### src/rtl/cart_rom_arbiter.sv
// cart_rom_arbiter: shares the cartridge ROM read port between MARIA DMA
// fetches and 6502 CPU fetches. DMA has fixed priority; a saturating
// starvation counter lets the CPU pre-empt DMA after CPU_MAX_WAIT cycles.
// Optional single-entry CPU read cache enabled by `define CART_CPU_CACHE_EN.
module cart_rom_arbiter #(
  parameter int unsigned ADDR_W       = 18,
  parameter int unsigned CPU_MAX_WAIT = 8
) (
  input  logic              clock,
  input  logic              reset_n,
  input  logic              dma_req,
  input  logic [ADDR_W-1:0] dma_addr,
  output logic              dma_ack,
  output logic [7:0]        dma_rdata,
  input  logic              cpu_req,
  input  logic [ADDR_W-1:0] cpu_addr,
  output logic              cpu_ack,
  output logic [7:0]        cpu_rdata,
  output logic              mem_req,
  output logic [ADDR_W-1:0] mem_addr,
  input  logic              mem_ready,
  input  logic [7:0]        mem_rdata,
  input  logic              cache_flush,
  output logic              busy
);

  typedef enum logic [1:0] {
    ST_IDLE,
    ST_WAIT,
    ST_RECOVER
  } state_t;

  typedef enum logic {
    OWN_DMA,
    OWN_CPU
  } owner_t;

  localparam logic [7:0] LP_MAX_WAIT = 8'(CPU_MAX_WAIT);

  state_t            r_state;
  owner_t            r_owner;
  logic [7:0]        r_starve_cnt;
  logic              r_mem_req;
  logic [ADDR_W-1:0] r_mem_addr;
  logic              r_dma_ack;
  logic              r_cpu_ack;
  logic [7:0]        r_dma_rdata;
  logic [7:0]        r_cpu_rdata;
  logic              r_busy;

  logic              w_cpu_wins;
  logic              w_cpu_in_wait;
  logic              w_cpu_done;
  logic              w_cache_hit;
  logic [7:0]        w_cache_data;

  // CPU wins when alone, or when it has waited long enough to override DMA
  assign w_cpu_wins    = cpu_req && (!dma_req || (r_starve_cnt >= LP_MAX_WAIT));
  assign w_cpu_in_wait = (r_state == ST_WAIT) && (r_owner == OWN_CPU);
  assign w_cpu_done    = w_cpu_in_wait && mem_ready;

`ifdef CART_CPU_CACHE_EN
  logic [ADDR_W-1:0] r_cache_tag;
  logic [7:0]        r_cache_data;
  logic              r_cache_valid;

  assign w_cache_hit  = r_cache_valid && (cpu_addr == r_cache_tag);
  assign w_cache_data = r_cache_data;

  // Cache entry: filled by every CPU memory completion, a flush wins over a fill
  always_ff @(posedge clock or negedge reset_n) begin
    if (!reset_n) begin
      r_cache_tag   <= '0;
      r_cache_data  <= '0;
      r_cache_valid <= 1'b0;
    end else if (cache_flush) begin
      r_cache_valid <= 1'b0;
    end else if (w_cpu_done) begin
      r_cache_tag   <= r_mem_addr;
      r_cache_data  <= mem_rdata;
      r_cache_valid <= 1'b1;
    end
  end
`else
  logic w_unused_flush;

  assign w_cache_hit    = 1'b0;
  assign w_cache_data   = '0;
  assign w_unused_flush = cache_flush;
`endif

  // Starvation counter: counts cycles the CPU waits without owning memory
  always_ff @(posedge clock or negedge reset_n) begin
    if (!reset_n) begin
      r_starve_cnt <= '0;
    end else if (!cpu_req || r_cpu_ack) begin
      r_starve_cnt <= '0;
    end else if (!w_cpu_in_wait && (r_starve_cnt != 8'hFF)) begin
      r_starve_cnt <= r_starve_cnt + 8'd1;
    end
  end

  // Arbitration FSM with registered memory request, acks, read data and busy
  always_ff @(posedge clock or negedge reset_n) begin
    if (!reset_n) begin
      r_state     <= ST_IDLE;
      r_owner     <= OWN_DMA;
      r_mem_req   <= 1'b0;
      r_mem_addr  <= '0;
      r_dma_ack   <= 1'b0;
      r_cpu_ack   <= 1'b0;
      r_dma_rdata <= '0;
      r_cpu_rdata <= '0;
      r_busy      <= 1'b0;
    end else begin
      r_dma_ack <= 1'b0;
      r_cpu_ack <= 1'b0;
      case (r_state)
        ST_IDLE: begin
          if (w_cpu_wins) begin
            r_owner <= OWN_CPU;
            r_busy  <= 1'b1;
            if (w_cache_hit) begin
              r_cpu_ack   <= 1'b1;
              r_cpu_rdata <= w_cache_data;
              r_state     <= ST_RECOVER;
            end else begin
              r_mem_addr <= cpu_addr;
              r_mem_req  <= 1'b1;
              r_state    <= ST_WAIT;
            end
          end else if (dma_req) begin
            r_owner    <= OWN_DMA;
            r_busy     <= 1'b1;
            r_mem_addr <= dma_addr;
            r_mem_req  <= 1'b1;
            r_state    <= ST_WAIT;
          end
        end
        ST_WAIT: begin
          if (mem_ready) begin
            r_mem_req <= 1'b0;
            r_state   <= ST_RECOVER;
            if (r_owner == OWN_CPU) begin
              r_cpu_rdata <= mem_rdata;
              r_cpu_ack   <= 1'b1;
            end else begin
              r_dma_rdata <= mem_rdata;
              r_dma_ack   <= 1'b1;
            end
          end
        end
        ST_RECOVER: begin
          r_state <= ST_IDLE;
          r_busy  <= 1'b0;
        end
        default: begin
          r_state   <= ST_IDLE;
          r_mem_req <= 1'b0;
          r_busy    <= 1'b0;
        end
      endcase
    end
  end

  assign dma_ack   = r_dma_ack;
  assign dma_rdata = r_dma_rdata;
  assign cpu_ack   = r_cpu_ack;
  assign cpu_rdata = r_cpu_rdata;
  assign mem_req   = r_mem_req;
  assign mem_addr  = r_mem_addr;
  assign busy      = r_busy;

endmodule

### config.mk
export PLATFORM = sky130hd
export DESIGN_NAME = cart_rom_arbiter
export DESIGN_NICKNAME = d
export VERILOG_FILES = /design/src/rtl/cart_rom_arbiter.sv
export SDC_FILE = /design/constraint.sdc
export NUM_CORES = 1
export LEC_CHECK = 0
export CORE_AREA = 2 2 76 78
export DETAILED_ROUTE_END_ITERATION = 10
export DIE_AREA = 0 0 78 80
export PLACE_DENSITY = 0.84
export SYNTH_ARGS = -nofsm -noshare
export SYNTH_HDL_FRONTEND = slang
export SYNTH_SLANG_ARGS = --single-unit
### constraint.sdc
create_clock -name clock -period 3.71 [get_ports clock]
set_input_delay 0.742 -clock clock [delete_from_list [all_inputs] [get_ports clock]]
set_output_delay 0.742 -clock clock [all_outputs]
set_load 0.05 [all_outputs]
==> summary.md <==
The run finished with clean final reports. The logs give 0 ns for the setup TNS and 34 for the number of different library cells in the post-synthesis netlist. The ratio of final minimum period to clock period is 61.0%, and the signed area change from the synthesized netlist to the final layout is 37.6%.

The tools report the global-route met1 utilization as 25.4%. The number of global-route vias before repair came out at 2311. Detailed placement ended at an HPWL of 4.30 mm. The tree is rooted in a sky130_fd_sc_hd__clkbuf_8. The run gives 260 as the post-synthesis instance total. The first global-routing pass estimated 10.4 mm of wire. Setup violations remaining at the end of the flow were counted as 0. A synthesized cell averages 9.96 µm². Worst min-delay path category: register to register. The number of buffers created by CTS is 5.

Final hold analysis gives a worst-case slack of 0.503 ns. The completed layout was analyzed and its total power is 2.94 mW. Global routing finished with a remaining overflow of 0. For this run, the leading register cell type out of synthesis is sky130_fd_sc_hd__dfrtp_1.

Of the synthesized area, sequential elements account for 47.3%. The quantity of hold-fixing buffers added after cts is 0, and the initial antenna violation count is 0. Most common cell in the synthesized netlist: sky130_fd_sc_hd__dfrtp_1. For the number of buffers inserted to repair setup after CTS, the log shows 0.

The logs give 4 for the first-pass iteration count of the detailed router and 0 for the final-report max-slew violation count. The die covers 6240 µm². For this run, design rule violations remaining after detail routing come to 0. Measured on the finished design, the core utilization comes to 65.9%.

The number of endpoints with negative hold slack in the final report came out at 0. By startpoint and endpoint, the worst setup path is classified as register to primary output. The power density over the cells was 824 nW/µm²; the count of placed standard cells in the final layout, fillers left out was 408. Dividing the detail-routed via count by the number of cells gives 5.55.

The cell with the largest stage delay on the worst path was sky130_fd_sc_hd__clkdlybuf4s50_1. In this run, synthesis produced a sequential element count of 49. The pin count of the biggest net entering global routing is 50, and the warning count from the yosys run is 0. Summing all multi-input logic gate instances after layout gives 1160 µm². On the worst path, the slowest cell contributes a delay of 0.83 ns. In the synthesized netlist the async set-or-reset flop fraction comes to 100%. Setup repair after global routing left no endpoint under its margin. Measured along the x axis, the die boundary spans 78 µm.

The tools report the sort of element at the start of the critical path as a register. The sink count of the clock tree was 49. The signal on the critical path passes through clkdlybuf4s50_1.

At the later pin of the worst-skew pair, clock insertion delay measures 0.31 ns. At the worst endpoint, the arrival time is 1.52 ns. On the final layout, the worst clock skew is 0.00861 ns.

Synthesis produced a netlist with a net count of 312. TritonCTS built the clock tree. Including well taps, the total number of placed cells is 400. The net count of the finished layout is 387.

The critical path buffer and inverter count was 1. In this run the worst path has a maximum fanout of 2. In the final routed layout, each cell accounts on average for 15.4 µm. In this run the vertical extent of the chip is 80 µm.

The fmax was 442 MHz; the slew at the pin closest to its max-slew limit was 1.21 ns. The finished cells cover 3560 µm². The tools report the H-tree depth as 2. For the global placer's final weighted congestion, the log shows 0.912. The count of buffers inserted at the top-level ports was 86; the violation count after the first detailed-routing iteration was 152. The all-layer global routing usage was 20.8%; the placeable core area was 5410 µm². The global routing's busiest layer is met2. The logs give 2264 for the routed via count and 47.9% for the starting utilization of the core area. Pin placement for this block handled 88 I/O pins.

The count of flip-flops with a built-in enable after synthesis was 0. Counting instances in the post-synthesis netlist gives the leading cell types as 49 x sky130_fd_sc_hd__dfrtp_1, 25 x sky130_fd_sc_hd__inv_1, 22 x sky130_fd_sc_hd__nand2b_1, 21 x sky130_fd_sc_hd__a21oi_1, 19 x sky130_fd_sc_hd__o211ai_1. Global routing consumed, on the met2 layer, 36.1% of the routing resources. For this design the static power due to leakage is 1.47 nW. After clock tree synthesis, the clock-pin slew on the worst setup and hold paths is 0.09 ns. The maximum vdd ir drop is 0.000732 V. The number of inserted diodes is 0. In this run the deepest clock path goes through 2 buffers. The relative slew slack was 19.3%; the minimum period implied by the final worst setup slack was 2.26 ns. Data on the critical path is required at its endpoint by 2.97 ns. For the met3 capacity usage during global routing, the log shows 6.00%.

The cell area after synthesis is 2590 µm². The post-cts gate resize count is 0, and the slack of the critical path is 1.45 ns. Counting the fill cells in the layout gives 447. The antenna violation net count after detailed routing came out at 0. The top cell type by area accounts for 47.3% of the synthesized area. Row generation in the floorplan step produced 27 rows. Across the whole layout, storage elements account for 1230 µm². The standard cell area after detailed placement came out at 3450 µm². The fraction of final layout cells with drive strength greater than 1 was 8.63%; the wire length after detailed routing was 6.29 mm. By area the synthesized netlist is led by sky130_fd_sc_hd__dfrtp_1 47%, sky130_fd_sc_hd__mux2_2 7.0%, sky130_fd_sc_hd__o31a_1 6.1%.

The cell accounting for the most synthesized area was sky130_fd_sc_hd__dfrtp_1. The max-cap check violation count was 0. For the setup slack at placement, the log shows 1.13 ns.

Grouping stages by cell kind, the critical path spends the most delay in buffers and inverters. STA classifies the critical path endpoint as a primary output.
## cells in the final DEF (no fill, tap or decap), types with 2 or more instances in the layout
cell	n
sky130_fd_sc_hd__a211oi_1	4
sky130_fd_sc_hd__a21oi_1	21
sky130_fd_sc_hd__a31oi_1	18
sky130_fd_sc_hd__and2_1	2
sky130_fd_sc_hd__and3_1	2
sky130_fd_sc_hd__and3b_1	2
sky130_fd_sc_hd__buf_4	3
sky130_fd_sc_hd__clkbuf_8	5
sky130_fd_sc_hd__clkdlybuf4s50_1	85
sky130_fd_sc_hd__dfrtp_1	49
sky130_fd_sc_hd__ha_1	2
sky130_fd_sc_hd__inv_1	25
sky130_fd_sc_hd__mux2_2	16
sky130_fd_sc_hd__mux2i_1	4
sky130_fd_sc_hd__nand2_1	13
sky130_fd_sc_hd__nand2b_1	22
sky130_fd_sc_hd__nand3_1	3
sky130_fd_sc_hd__nor4_1	2
sky130_fd_sc_hd__o211ai_1	19
sky130_fd_sc_hd__o21ai_0	5
sky130_fd_sc_hd__o31a_1	18
sky130_fd_sc_hd__or4_1	2
## registers in the layout, indices dropped and copies added, names as in the netlist
name / flops
busy: 1
r_state: 2
dma_rdata: 8
cpu_ack: 1
mem_req: 1
cpu_rdata: 8
mem_addr: 18
dma_ack: 1
r_starve_cnt: 8
r_owner: 1
## cells by family (layout without fill, tap and decap cells)
group | count (synthesis) | count (layout) | share of synthesized area (%)
flip-flops | 49 | 49 | 47.3
buffers and inverters | 46 | 122 | 7.73
adder cells (fa/ha/maj) | 2 | 2 | 0.966
multiplexers | 20 | 20 | 8.50
AO/OA/AOI/OAI | 89 | 89 | 23.5
AND/OR/NAND/NOR | 54 | 54 | 11.9
## path summary, 6_finish.rpt
| path | start | endpoint | slack (ns) | depth (start not counted) |
|---|---|---|---|---|
| worst max register to register | r_starve_cnt[3]$_DFFE_PN0P_ | mem_addr[16]$_DFFE_PN0P_ | 1.47 | 3 |
| worst min register to register | mem_req$_DFFE_PN0P_ | mem_req$_DFFE_PN0P_ | 0.50 | 2 |
| worst min-delay path | mem_req$_DFFE_PN0P_ | mem_req$_DFFE_PN0P_ | 0.50 | 2 |
| worst max-delay path | mem_addr[10]$_DFFE_PN0P_ | mem_addr[10] | 1.45 | 1 |
| min in group asynchronous | reset_n | mem_addr[6]$_DFFE_PN0P_ | 0.62 | 1 |
| max in group asynchronous | reset_n | r_starve_cnt[2]$_DFFE_PN0P_ | 2.42 | 1 |
## routing by layer
metal,wire length (µm),share of wire [%]
met5,0,0
met4,48,0.76
met2,3140,50
met3,522,8.3
met1,2580,41
## area by class of cell
class	count	share of cell area [%]
clock inverter	3	1.23
timing repair buffer	89	24.6
sequential	49	34.4
tap	72	2.53
clock buffer	5	1.93
multi-input combinational	165	32.6
inverter	25	2.63
## power breakdown
part           leakage, nW  total, mW  internal [mW]  switching, mW
Sequential           0.584      0.904          0.759          0.145
Clock               0.0585      0.390          0.202          0.188
Combinational        0.829       1.64          0.584           1.06
Total                 1.47       2.94           1.55           1.39
(Power assumes the default switching activity.)
